===== config.mk =====
export PLATFORM = sky130hd
export DESIGN_NAME = cov_update_sequencer
export DESIGN_NICKNAME = d
export VERILOG_FILES = /design/src/rtl/hft_cov_pkg.sv /design/src/rtl/cov_seq_timeout.sv /design/src/rtl/cov_update_sequencer.sv
export SDC_FILE = /design/constraint.sdc
export NUM_CORES = 1
export LEC_CHECK = 0
export BUFFER_PORTS_ARGS = -buffer_cell sky130_fd_sc_hd__clkbuf_2
export CORE_AREA = 2 2 544 546
export DETAILED_ROUTE_END_ITERATION = 10
export DIE_AREA = 0 0 546 548
export GPL_ROUTABILITY_DRIVEN = 0
export SETUP_SLACK_MARGIN = 0.2
export SYNTH_ARGS = -nofsm -noshare
export SYNTH_HDL_FRONTEND = slang
export SYNTH_SLANG_ARGS = --single-unit

===== constraint.sdc =====
create_clock -name clk_100mhz -period 1.9 [get_ports clk_100mhz]
set_input_delay 0.285 -clock clk_100mhz [delete_from_list [all_inputs] [get_ports clk_100mhz]]
set_output_delay 0.285 -clock clk_100mhz [all_outputs]
set_load 0.05 [all_outputs]

===== src/rtl/hft_cov_pkg.sv =====
// Shared Q8.8 types, constants and sequencer states for the 4-asset covariance datapath.
// Pure declarations: no latency, no flow control.
package hft_cov_pkg;

  localparam int          N_ASSETS = 4;
  localparam logic [15:0] T_SAT    = 16'h7FFF;

  typedef logic signed [15:0]                      q8_8_t;
  typedef q8_8_t [0:N_ASSETS-1]                    vec_t;
  typedef q8_8_t [0:N_ASSETS-1][0:N_ASSETS-1]      mat_t;

  typedef enum logic [2:0] {
    ST_IDLE,
    ST_PRIME,
    ST_LAUNCH,
    ST_WAIT,
    ST_COMMIT
  } seq_state_e;

  function automatic logic [15:0] sat_inc(input logic [15:0] v, input logic [15:0] cap);
    return (v >= cap) ? cap : v + 16'd1;
  endfunction

endpackage


===== src/rtl/cov_seq_timeout.sv =====
// WAIT-phase cycle counter: zeroed by start, counts while run, expired on the last allowed cycle.
// Latency: expired is combinational from the count; no backpressure.
module cov_seq_timeout #(
  parameter int TIMEOUT_CYC = 64
) (
  input  logic clk_100mhz,
  input  logic reset_n,
  input  logic start,
  input  logic run,
  output logic expired
);

  localparam int CNT_W = (TIMEOUT_CYC > 1) ? $clog2(TIMEOUT_CYC) : 1;

  logic [CNT_W-1:0] cnt_q, cnt_d;

  always_comb begin
    cnt_d = cnt_q;
    if (start) begin
      cnt_d = '0;
    end else if (run) begin
      cnt_d = cnt_q + CNT_W'(1);
    end
  end

  always_ff @(posedge clk_100mhz or negedge reset_n) begin
    if (!reset_n) begin
      cnt_q <= '0;
    end else begin
      cnt_q <= cnt_d;
    end
  end

  assign expired = run && (cnt_q == CNT_W'(TIMEOUT_CYC - 1));

endmodule


===== src/rtl/cov_update_sequencer.sv =====
// Owns covariance state and runs one update_cov launch/wait/commit per accepted tick; tick_ready only in IDLE.
// Latency: accept -> cov_valid = datapath latency + 3. COV_SEQ_WINDOW_CAP_EN caps T at WINDOW_T.
module cov_update_sequencer
  import hft_cov_pkg::*;
#(
  parameter int TIMEOUT_CYC = 64,
  parameter int WINDOW_T    = 256
) (
  input  logic        clk_100mhz,
  input  logic        reset_n,
  input  logic        clear,
  input  logic        tick_valid,
  output logic        tick_ready,
  input  vec_t        tick_price,
  output logic        upd_reset,
  output logic        upd_valid,
  output vec_t        upd_old_p,
  output vec_t        upd_new_p,
  output vec_t        upd_old_mean,
  output mat_t        upd_old_moment,
  output logic [15:0] upd_T,
  input  logic        upd_ready,
  input  logic        upd_overflow,
  input  mat_t        upd_new_moment,
  input  mat_t        upd_new_cov,
  input  vec_t        upd_new_mean,
  output mat_t        cov_out,
  output logic        cov_valid,
  output logic [15:0] sample_count,
  output logic        err_overflow,
  output logic        err_timeout
);

`ifdef COV_SEQ_WINDOW_CAP_EN
  localparam bit CAP_EN = 1'b1;
`else
  localparam bit CAP_EN = 1'b0;
`endif
  localparam logic [15:0] T_CAP = CAP_EN ? 16'(WINDOW_T) : T_SAT;

  seq_state_e  state_q, state_d;
  logic        primed_q, primed_d;
  vec_t        prev_p_q, prev_p_d;
  vec_t        cur_p_q, cur_p_d;
  mat_t        moment_q, moment_d;
  vec_t        mean_q, mean_d;
  logic [15:0] t_q, t_d;
  mat_t        cov_out_q, cov_out_d;
  logic        cov_valid_q, cov_valid_d;
  logic        err_ovf_q, err_ovf_d;
  logic        err_to_q, err_to_d;
  logic        upd_reset_q, upd_reset_d;
  mat_t        res_moment_q, res_moment_d;
  mat_t        res_cov_q, res_cov_d;
  vec_t        res_mean_q, res_mean_d;
  logic        res_ovf_q, res_ovf_d;

  logic        tmo_start, tmo_run, tmo_expired;
  logic        tick_acc;

  assign tmo_start = (state_q == ST_LAUNCH) || clear;
  assign tmo_run   = (state_q == ST_WAIT);

  cov_seq_timeout #(
    .TIMEOUT_CYC (TIMEOUT_CYC)
  ) u_timeout (
    .clk_100mhz (clk_100mhz),
    .reset_n    (reset_n),
    .start      (tmo_start),
    .run        (tmo_run),
    .expired    (tmo_expired)
  );

  // Hold off ticks while the datapath is being reset so no launch overlaps its reset.
  assign tick_ready = (state_q == ST_IDLE) && !upd_reset_q && !clear;
  assign tick_acc   = tick_valid && tick_ready;

  always_comb begin
    state_d      = state_q;
    primed_d     = primed_q;
    prev_p_d     = prev_p_q;
    cur_p_d      = cur_p_q;
    moment_d     = moment_q;
    mean_d       = mean_q;
    t_d          = t_q;
    cov_out_d    = cov_out_q;
    cov_valid_d  = 1'b0;
    err_ovf_d    = err_ovf_q;
    err_to_d     = err_to_q;
    upd_reset_d  = 1'b0;
    res_moment_d = res_moment_q;
    res_cov_d    = res_cov_q;
    res_mean_d   = res_mean_q;
    res_ovf_d    = res_ovf_q;

    unique case (state_q)
      ST_IDLE: begin
        // The price is registered on accept in both paths; PRIME then copies it to prev_p.
        if (tick_acc) begin
          cur_p_d = tick_price;
          state_d = primed_q ? ST_LAUNCH : ST_PRIME;
        end
      end
      ST_PRIME: begin
        prev_p_d = cur_p_q;
        t_d      = 16'd1;
        primed_d = 1'b1;
        state_d  = ST_IDLE;
      end
      ST_LAUNCH: begin
        state_d = ST_WAIT;
      end
      ST_WAIT: begin
        if (upd_ready) begin
          res_moment_d = upd_new_moment;
          res_cov_d    = upd_new_cov;
          res_mean_d   = upd_new_mean;
          res_ovf_d    = upd_overflow;
          state_d      = ST_COMMIT;
        end else if (tmo_expired) begin
          err_to_d    = 1'b1;
          upd_reset_d = 1'b1;
          state_d     = ST_IDLE;
        end
      end
      ST_COMMIT: begin
        prev_p_d = cur_p_q;
        if (res_ovf_q) begin
          err_ovf_d = 1'b1;
        end else begin
          moment_d    = res_moment_q;
          mean_d      = res_mean_q;
          cov_out_d   = res_cov_q;
          cov_valid_d = 1'b1;
          t_d         = sat_inc(t_q, T_CAP);
        end
        state_d = ST_IDLE;
      end
      default: state_d = ST_IDLE;
    endcase

    if (clear) begin
      state_d      = ST_IDLE;
      primed_d     = 1'b0;
      prev_p_d     = '0;
      cur_p_d      = '0;
      moment_d     = '0;
      mean_d       = '0;
      t_d          = '0;
      cov_out_d    = '0;
      cov_valid_d  = 1'b0;
      err_ovf_d    = 1'b0;
      err_to_d     = 1'b0;
      upd_reset_d  = 1'b1;
      res_moment_d = '0;
      res_cov_d    = '0;
      res_mean_d   = '0;
      res_ovf_d    = 1'b0;
    end
  end

  always_ff @(posedge clk_100mhz or negedge reset_n) begin
    if (!reset_n) begin
      state_q      <= ST_IDLE;
      primed_q     <= 1'b0;
      prev_p_q     <= '0;
      cur_p_q      <= '0;
      moment_q     <= '0;
      mean_q       <= '0;
      t_q          <= '0;
      cov_out_q    <= '0;
      cov_valid_q  <= 1'b0;
      err_ovf_q    <= 1'b0;
      err_to_q     <= 1'b0;
      upd_reset_q  <= 1'b1;
      res_moment_q <= '0;
      res_cov_q    <= '0;
      res_mean_q   <= '0;
      res_ovf_q    <= 1'b0;
    end else begin
      state_q      <= state_d;
      primed_q     <= primed_d;
      prev_p_q     <= prev_p_d;
      cur_p_q      <= cur_p_d;
      moment_q     <= moment_d;
      mean_q       <= mean_d;
      t_q          <= t_d;
      cov_out_q    <= cov_out_d;
      cov_valid_q  <= cov_valid_d;
      err_ovf_q    <= err_ovf_d;
      err_to_q     <= err_to_d;
      upd_reset_q  <= upd_reset_d;
      res_moment_q <= res_moment_d;
      res_cov_q    <= res_cov_d;
      res_mean_q   <= res_mean_d;
      res_ovf_q    <= res_ovf_d;
    end
  end

  assign upd_valid      = (state_q == ST_LAUNCH) && !clear;
  assign upd_reset      = upd_reset_q;
  assign upd_old_p      = prev_p_q;
  assign upd_new_p      = cur_p_q;
  assign upd_old_mean   = mean_q;
  assign upd_old_moment = moment_q;
  assign upd_T          = t_q;
  assign cov_out        = cov_out_q;
  assign cov_valid      = cov_valid_q;
  assign sample_count   = t_q;
  assign err_overflow   = err_ovf_q;
  assign err_timeout    = err_to_q;

endmodule


Word level (Yosys, flattened, before mapping):

Cells that the tools add are included.

* bits of input ports: 646
* flip-flop bits (word level): 1311

* equality and inequality tests: 10
* add/subtract/negate cells: 2
* muxes and demuxes: 54
* reductions and logical operators: 28
* $lt $le $gt $ge: 1

Operator list (count)
* $mux 256: 12
* $mux 64: 11
* $mux 16: 3
* $pmux 16 s2: 1
* $reduce_bool 2->1: 10
* $mux 1: 19
* $add 16x1->16 const B: 1
* $ge 16x15->1 const B: 1
* $mux 3: 4
* $mux 6: 2
* $reduce_and 2->1: 6
* $pmux 3 s3: 1
* $add 6x1->6 const B: 1
* $eq 3x2->1 const B: 2
* $eq 6x6->1 const B: 1
* $ne 3x3->1 const B: 2
* $logic_and 1x1->1: 5
* $ne 2x2->1 const B: 2
* $ne 4x4->1 const B: 1
* $eq 3x1->1 const B: 1
* $eq 3x3->1 const B: 1
* $logic_not 3->1: 1
* $reduce_and 3->1: 1
* $reduce_bool 3->1: 1
* other kinds (4): 5

Longest topological paths before layout:

Gate-level depths: netlist (run 1).

* depth after elaboration: 7
* mapped depth: 8
* depth with buffers taken out: 5

By module:

From an unflattened synthesis (run 1), not the netlist that was laid out.

* cell total of the unflattened synthesis: 3303
* area, all modules: 47468.0 µm²

By module, submodules not included
* cov_update_sequencer: cells an instance 3275, area each 47177.7 µm², instances 1, sequential area each 32657.6 µm²
* cov_seq_timeout: cells an instance 28, area each 290.3 µm², instances 1, sequential area each 150.1 µm²

Worst setup path after synthesis (run 1):

OpenSTA, ideal clock, no wires.

* kind: register -> output
* start point: register state_q[2]
* end point: output upd_valid
* setup slack: -300 ps
* required time: 1615 ps
* data arrival time: 1915 ps
* stages on the path, launching flop included: 5
* cell sequence: dfrtp_1 -> buf_2 -> nand2b_1 -> clkbuf_1 -> nor3_1

* word-level cells in the longest chain between the ends: 2

Ends and longest elaborated chain
* from (decl): RTL line cov_update_sequencer.sv:41 `seq_state_e state_q, state_d;`
* from (signal assigned): RTL line cov_update_sequencer.sv:181 `state_q <= state_d;`
* $eq 3x2->1: RTL line cov_update_sequencer.sv:200 `assign upd_valid = (state_q == ST_LAUNCH) && !clear;`
* $logic_and 1x1->1: RTL line cov_update_sequencer.sv:200
* to (decl): RTL line cov_update_sequencer.sv:16 `output logic upd_valid,`

No other way between the ends.

Worst setup path after layout (run 1):

* start point: register state_q[2]
* end point: output tick_ready

* word-level cells in the longest chain between the ends: 3

Ends and longest elaborated chain
* $logic_not 3->1: RTL line cov_update_sequencer.sv:75 `assign tick_ready = (state_q == ST_IDLE) && !upd_reset_q && !clear;`
* $logic_and 1x1->1 (2 in series): RTL line cov_update_sequencer.sv:75
* to (decl): RTL line cov_update_sequencer.sv:13 `output logic tick_ready,`

No other way between the ends.

==> results of run 1 <==
cells in the final DEF, fill, tap and decap left out, drive strengths merged, types with 2 or more instances in the layout:
master       synthesis  layout
bufbuf               0       2
o21ai               76      76
dlygate4sd3          0     646
nand2b               2       2
nor2b                2       2
nor4b                2       2
and4                 4       4
o211ai              11      11
inv                 70      80
ha                   2       2
nand3               11      11
and3                 7       7
a22o              1164    1164
clkinvlp             0       9
a21o                 4       4
or2                  2       2
nand2              144     144
buf                264     497
and2                 3       3
nor4                 3       3
a21oi               73      73
nand3b              65      65
o41ai                2       2
a41oi                2       2
bufinv               0      15
nor2                 9       9
nand4                4       4
dfrtp             1310    1310
nor3                10      10
a31oi                2       2
diode                0      45
mux2                 2       2
clkbuf              61    1666
clkinv               0      27
o21a                 2       2
Yosys cell counts, drive strengths merged:
library cell / count
nor2: 9
o21a: 2
nor3b: 1
nand3: 11
nand2: 144
inv: 70
nor2b: 2
o2bb2ai: 1
o22a: 1
a31oi: 2
dfrtp: 1310
and2: 3
o211ai: 11
nor4: 3
o21ai: 76
ha: 2
o21ba: 1
a21boi: 1
a41oi: 2
or3b: 1
o31ai: 1
nand2b: 2
mux2: 2
clkbuf: 61
nor4b: 2
o41ai: 2
a21o: 4
and4: 4
buf: 264
and3: 7
nand3b: 65
or3: 1
a22o: 1164
xor2: 1
a21oi: 73
nor3: 10
nand4: 4
dfstp: 1
or2: 2
sequential cells by signal, summed over array words and instances, names as in the netlist:
name / flops
upd_old_mean: 64
res_cov_q: 256
sample_count: 16
u_timeout.cnt_q: 6
upd_old_p: 64
cov_out: 256
primed_q: 1
upd_old_moment: 256
upd_new_p: 64
res_moment_q: 256
res_ovf_q: 1
cov_valid: 1
err_timeout: 1
upd_reset: 1
state_q: 3
err_overflow: 1
res_mean_q: 64
layout make-up:
class | count | area, sq um | area share, %
Tap cell | 3919 | 4903 | 6.049
Clock inverter | 61 | 893.4 | 1.102
Antenna cell | 45 | 112.6 | 0.1389
Timing Repair Buffer | 2605 | 24900 | 30.72
Clock buffer | 206 | 4358 | 5.376
Multi-Input combinational cell | 1617 | 12760 | 15.74
Inverter | 70 | 277.8 | 0.3426
Sequential cell | 1311 | 32850 | 40.53
path summary, 6_finish.rpt:
check / from / end / slack, ps / cells after the start
min reg2reg: res_cov_q[173] / cov_out[173] / 480 / 1
max in group asynchronous: reset_n / cov_out[33] / 800 / 3
min in group asynchronous: reset_n / cov_out[2] / 180 / 2
max reg2reg: state_q[2] / cov_out[104] / -310 / 12
max: state_q[2] / tick_ready / -320 / 5
min: tick_valid / upd_new_p[48] / 130 / 5
power by group:
part           leakage (nW)  total (mW)  internal (mW)  switching [mW]
Sequential             18.2        28.1           28.0          0.0930
Clock                  2.55        31.1           18.3            12.8
Combinational          18.5        5.63           2.73            2.90
Total                  39.3        64.8           49.0            15.8
cell families (layout without fill, tap and decap cells):
group / after synthesis / count (layout) / synth area share [%]
AOI/OAI and AO/OA: 1341 / 1341 / 23.49
xor gates and xnor gates: 1 / 1 / 0.01841
adders and majority gates: 2 / 2 / 0.05259
buffers and inverters: 395 / 2942 / 4.463
DFF: 1311 / 1311 / 68.95
muxes: 2 / 2 / 0.04733
other: 0 / 45 / 0
and+or+nand+nor: 271 / 271 / 2.974
worst max-delay path: cells and delay by family (launching register included):
kind	cells	cell delay [ps]
buf+inv	3	430
flops	1	400
simple gates	2	290
through the flow:
step | std cells | setup TNS [ps] | area [sq um] | hold WS [ps] | total power [mW]
after floorplan | 3323 | 0 | 47650 | -10.59 | 29.53
after global placement | 8551 | -1702 | 60630 | 230.0 | 31.76
after detailed placement | 8551 | -5034 | 60630 | 228.8 | 31.80
after CTS | 9624 | -18750 | 77190 | 31.76 | 64.60
after global routing | 9823 | -263650 | 81040 | 84.46 | 66.87
final | 9834 | -205890 | 81070 | 127.3 | 64.79
routing by layer:
layer,wire (microns),global-route usage [%],up-vias
met1,99590,17.90,21600
met2,112300,22.90,2633
li1,-,-,17569
met4,14200,7.470,10
met3,28350,6.325,570
met5,71,0,-
what timing repair did:
item | CTS | global route
pin swaps | 100 | 201
setup endpoints to repair | 1977 | 2028
hold endpoints to repair | 1496 | 0
resized for setup | 521 | 211
gates cloned | 30 | 111
hold buffers | 646 | 0
buffers inserted | 130 | 55
==> run summary, run 1 <==
top cell type's share of synthesized area -> 68.90%
Die Y -> 548 microns
Cell Chain, Critical Path -> buf_6 > nor2_4 > buf_4 > and2_4 > buf_12
Hold Fails Final Rpt -> 0
num rows -> 199
failing checks -> negative setup slack
gr usage total -> 14.95%
share of post-route cells with drive strength above 1 -> 38.69%
Reg clk slew, reported paths -> 60 ps
leakage power -> 39.25 nW
Clock Sinks -> 1,311
# nets final -> 6,406
VDD IR max -> 0.0007139 V
flops & latches, synth -> 1,311
count of cell types in the netlist -> 48
I/O Buffers -> 1,387
DPL Wire Length -> 171.4 mm
setup slack after layout -> -323.3 ps
clk_skew -> 49.73 ps
Layout Area Growth over Synthesis -> 70.38%
I/O pin count -> 1,388
DRT iter0 DRCs -> 4,155
Max-Cap Viols -> 0
initial antenna violation count -> 59
worst slew pin tran -> 665.4 ps
CP Capture Type -> output port
Ys Warns -> 0
Syn Area/Cell -> 14.32 sq um
Filler cells -> 29,287
root buffer cell -> clkbuf_16
Crit-path slowest cell -> dfrtp_1
Initial Util -> 16.24%
ANT nets after route -> 0
Crit Path Category -> reg -> out
grt ovf -> 0
H-Tree Depth -> 4
HP Class -> in -> reg
CTS tree -> done
Routed WL -> 254.5 mm
first-pass GRT wire length -> 325.6 mm
relative slew slack -> 55.64%
Syn Nets -> 3,971
Die Wd -> 546 microns
vias -> 42,382
post-synth top area cell -> dfrtp_1
worst skew pair latency -> 840 ps
final setup vio count -> 1,156
DR pass1 iterations -> 6
Synth Instances -> 3,323
Place WS -> -64.25 ps
RSZ-0062 raised after global routing -> true
outcome -> complete, but fails checks
via/cell ratio -> 4.310
DRC viols -> 0
Worst EP arrival -> 1940 ps
CP required -> 1620 ps
worst-path maximum fanout -> 7
Pwr Density -> 799.2 nW/um^2
Highest Clock Rate -> 0.4498 GHz
largest net degree at the start of global routing -> 131
sequential fraction of the synthesis area -> 68.95%
final worst path period need -> 2223 ps
Routed wire per std cell -> 25.88 microns
Max Buffers Root-to-Sink -> 4
Synth Cell Area -> 47,580 sq um
number of global-route vias before repair -> 42,183
core box area -> 293,100 sq um
Final period util -> 117.0%
fin util -> 27.66%
slowest stage delay, CP -> 400 ps
total CTS buffers -> 153
max-slew violations -> 0
synth top area cells -> dfrtp_1 69%, a22o_1 21%, buf_2 1.6%, buf_4 1.5%, nand2_1 1.1%
critical path launch point type -> register
die area -> 299,200 sq um
Note: power is estimated with default switching activity, not from simulation.
==> run 2: changes to the inputs <==
--- a/config.mk
+++ b/config.mk
@@ -7,6 +7,7 @@
 export LEC_CHECK = 0
 export BUFFER_PORTS_ARGS = -buffer_cell sky130_fd_sc_hd__clkbuf_2
 export CORE_AREA = 2 2 544 546
+export CTS_BUF_LIST = sky130_fd_sc_hd__clkbuf_4 sky130_fd_sc_hd__clkbuf_8
 export DETAILED_ROUTE_END_ITERATION = 10
 export DIE_AREA = 0 0 546 548
 export GPL_ROUTABILITY_DRIVEN = 0
==> run summary, run 2 (synthesized netlist as in run 1, its figures left out) <==
relative slew slack -> 60.81% (was 55.64%)
worst slew pin tran -> 587.8 ps (was 665.4 ps)
Highest Clock Rate -> 0.4181 GHz (was 0.4498 GHz)
TNS Setup -> -105,730 ps (was -205,890 ps)
number of global-route vias before repair -> 49,000 (was 42,183)
Reg clk slew, reported paths -> 60 ps (about the same)
Max Buffers Root-to-Sink -> 4 (unchanged)
worst skew pair latency -> 1010 ps (was 840 ps)
initial antenna violation count -> 77 (was 59)
Reg area -> 32,870 sq um (was 32,850 sq um)
gr usage total -> 16.58% (was 14.95%)
DRC viols -> 0 (unchanged)
share of post-route cells with drive strength above 1 -> 39.54% (was 38.69%)
I/O pin count -> 1,388 (unchanged)
final worst path period need -> 2392 ps (was 2223 ps)
DRT iter0 DRCs -> 4,082 (was 4,155)
CP Buf/Inv Count -> 3 (unchanged)
final setup vio count -> 1,092 (was 1,156)
H-Tree Depth -> 4 (unchanged)
critical path launch point type -> register (unchanged)
area of the multi-input gates -> 12,790 sq um (was 12,760 sq um)
Routed WL -> 276.9 mm (was 254.5 mm)
# nets final -> 7,124 (was 6,406)
commonest non-fill, non-tap cell in the layout -> dfrtp_1 (unchanged)
Pwr Density -> 692.8 nW/um^2 (was 799.2 nW/um^2)
max-slew violations -> 0 (unchanged)
root buffer cell -> clkbuf_8 (was clkbuf_16)
Clock Sinks -> 1,311 (unchanged)
Place WS -> -64.25 ps (unchanged)
Initial Util -> 16.24% (unchanged)
Cell Chain, Critical Path -> buf_8 > nor3_2 > buf_4 > and2_4 > buf_12 (was buf_6 > nor2_4 > buf_4 > and2_4 > buf_12)
CP required -> 1620 ps (about the same)
RSZ-0062 raised after global routing -> true (unchanged)
family with the most delay on the worst path -> buffers and inverters (unchanged)
grt ovf -> 0 (unchanged)
CTS tree -> done (unchanged)
via/cell ratio -> 4.438 (was 4.310)
total CTS buffers -> 225 (was 153)
core box area -> 293,100 sq um (unchanged)
HP Class -> in -> reg (unchanged)
setup slack after layout -> -491.6 ps (was -323.3 ps)
num rows -> 199 (unchanged)
slowest stage delay, CP -> 420 ps (was 400 ps)
Die Y -> 548 microns (unchanged)
Worst EP arrival -> 2110 ps (was 1940 ps)
clk_skew -> 67.57 ps (was 49.73 ps)
hold_ws -> 140.6 ps (was 127.3 ps)
leakage power -> 43.13 nW (was 39.25 nW)
Crit-path slowest cell -> dfrtp_2 (was dfrtp_1)
Filler cells -> 27,751 (was 29,287)
commonest non-fill, non-tap cells in the layout -> 1,264 x dfrtp_1, 1,162 x a22o_1, 1,100 x dlygate4sd3_1 (was 1,273 x dfrtp_1, 1,230 x clkbuf_2, 1,164 x a22o_1)
CP Capture Type -> output port (unchanged)
Die Wd -> 546 microns (unchanged)
I/O Buffers -> 1,387 (unchanged)
largest net degree at the start of global routing -> 131 (unchanged)
Final period util -> 125.9% (was 117.0%)
Max-Cap Viols -> 0 (unchanged)
outcome -> complete, but fails checks (unchanged)
Hold Fails Final Rpt -> 0 (unchanged)
die area -> 299,200 sq um (unchanged)
worst-path maximum fanout -> 2 (was 7)
ANT nets after route -> 0 (unchanged)
Crit Path Category -> reg -> out (unchanged)
vias -> 47,206 (was 42,382)
first-pass GRT wire length -> 364.6 mm (was 325.6 mm)
VDD IR max -> 0.0005365 V (was 0.0007139 V)
failing checks -> negative setup slack (unchanged)
placed instance count -> 8,551 (unchanged)
DR pass1 iterations -> 6 (unchanged)
reg2reg setup slack -> -310 ps (about the same)
DPL Wire Length -> 171.4 mm (unchanged)
Routed wire per std cell -> 26.03 microns (was 25.88 microns)
Layout Area Growth over Synthesis -> 90.94% (was 70.38%)
final std cells w/o fill -> 10,636 (was 9,834)
==> run 2: cell count changes in the layout (fill, tap and decap cells not counted), moves of 28 or more <==
cell	change
clkbuf_2	-585
dlygate4sd3_1	+454
clkbuf_8	+829
clkbuf_4	+61
buf_16	-34
clkbuf_16	-167
buf_4	+286
buf_8	-28
==> run 2: per-layer routing <==
layer / vias up / GRT usage [%] / wire [microns]
met2: 3372 / 25.21 / 119600
met4: 16 / 11.08 / 22660
met1: 23847 / 19.37 / 105000
met3: 1001 / 6.389 / 29610
li1: 18970 / - / -
met5: - / 0 / 105
==> run 2: worst reg2reg max path: cells and delay by family (launching register included) <==
kind,cells,cell delay (ps)
buffers and inverters,6,1040
and+or+nand+nor,2,440
DFF,1,420
AOI/OAI and AO/OA,1,210
==> run 2: area by class of cell <==
type / count / area share (%)
inverters: 70 / 0.3058
diodes: 65 / 0.1790
well taps: 3919 / 5.398
clock inverters: 52 / 0.5826
multi-input cells: 1617 / 14.07
repair buffers: 3251 / 38.39
clock buffers: 351 / 4.891
flip-flops and latches: 1311 / 36.18
==> run 2: power by group <==
part           internal, mW  total, mW  switching (mW)
Combinational          3.00       5.94            2.93
Sequential             28.0       28.1          0.0874
Clock                  15.7       28.9            13.2
Total                  46.7       62.9            16.3
==> run 2: worst paths after layout <==
path                                    from             endpoint  cells after the start
min in group asynchronous            reset_n      upd_old_mean[7]                      3
min                         upd_new_cov[245]       res_cov_q[245]                      3
min reg2reg                res_moment_q[180]  upd_old_moment[180]                      1
max                               state_q[0]           tick_ready                      5
max reg2reg                       state_q[0]         cov_out[164]                      9
max in group asynchronous            reset_n       res_mean_q[54]                      4
==> run 2: through the flow <==
stage / power (mW) / cell area [sq um] / utilization (%)
2_1_floorplan: 29.53 / 47650 / -
3_3_place_gp: 31.76 / 60630 / 20.69
3_5_place_dp: 31.80 / 60630 / 20.69
4_1_cts: 62.66 / 88230 / 30.11
5_1_grt: 65.01 / 90810 / 30.99
6_report: 62.93 / 90850 / 31.00
==> run 2: what timing repair did <==
action / 4_1_cts / 5_1_grt
resized for setup: 1701 / 97
setup endpoints to repair: 1957 / 2036
endpoints found under the hold margin: 1976 / 0
buffers inserted: 380 / 64
cloned: 14 / 59
pin swaps: 9 / 89
hold buffers: 1101 / 0
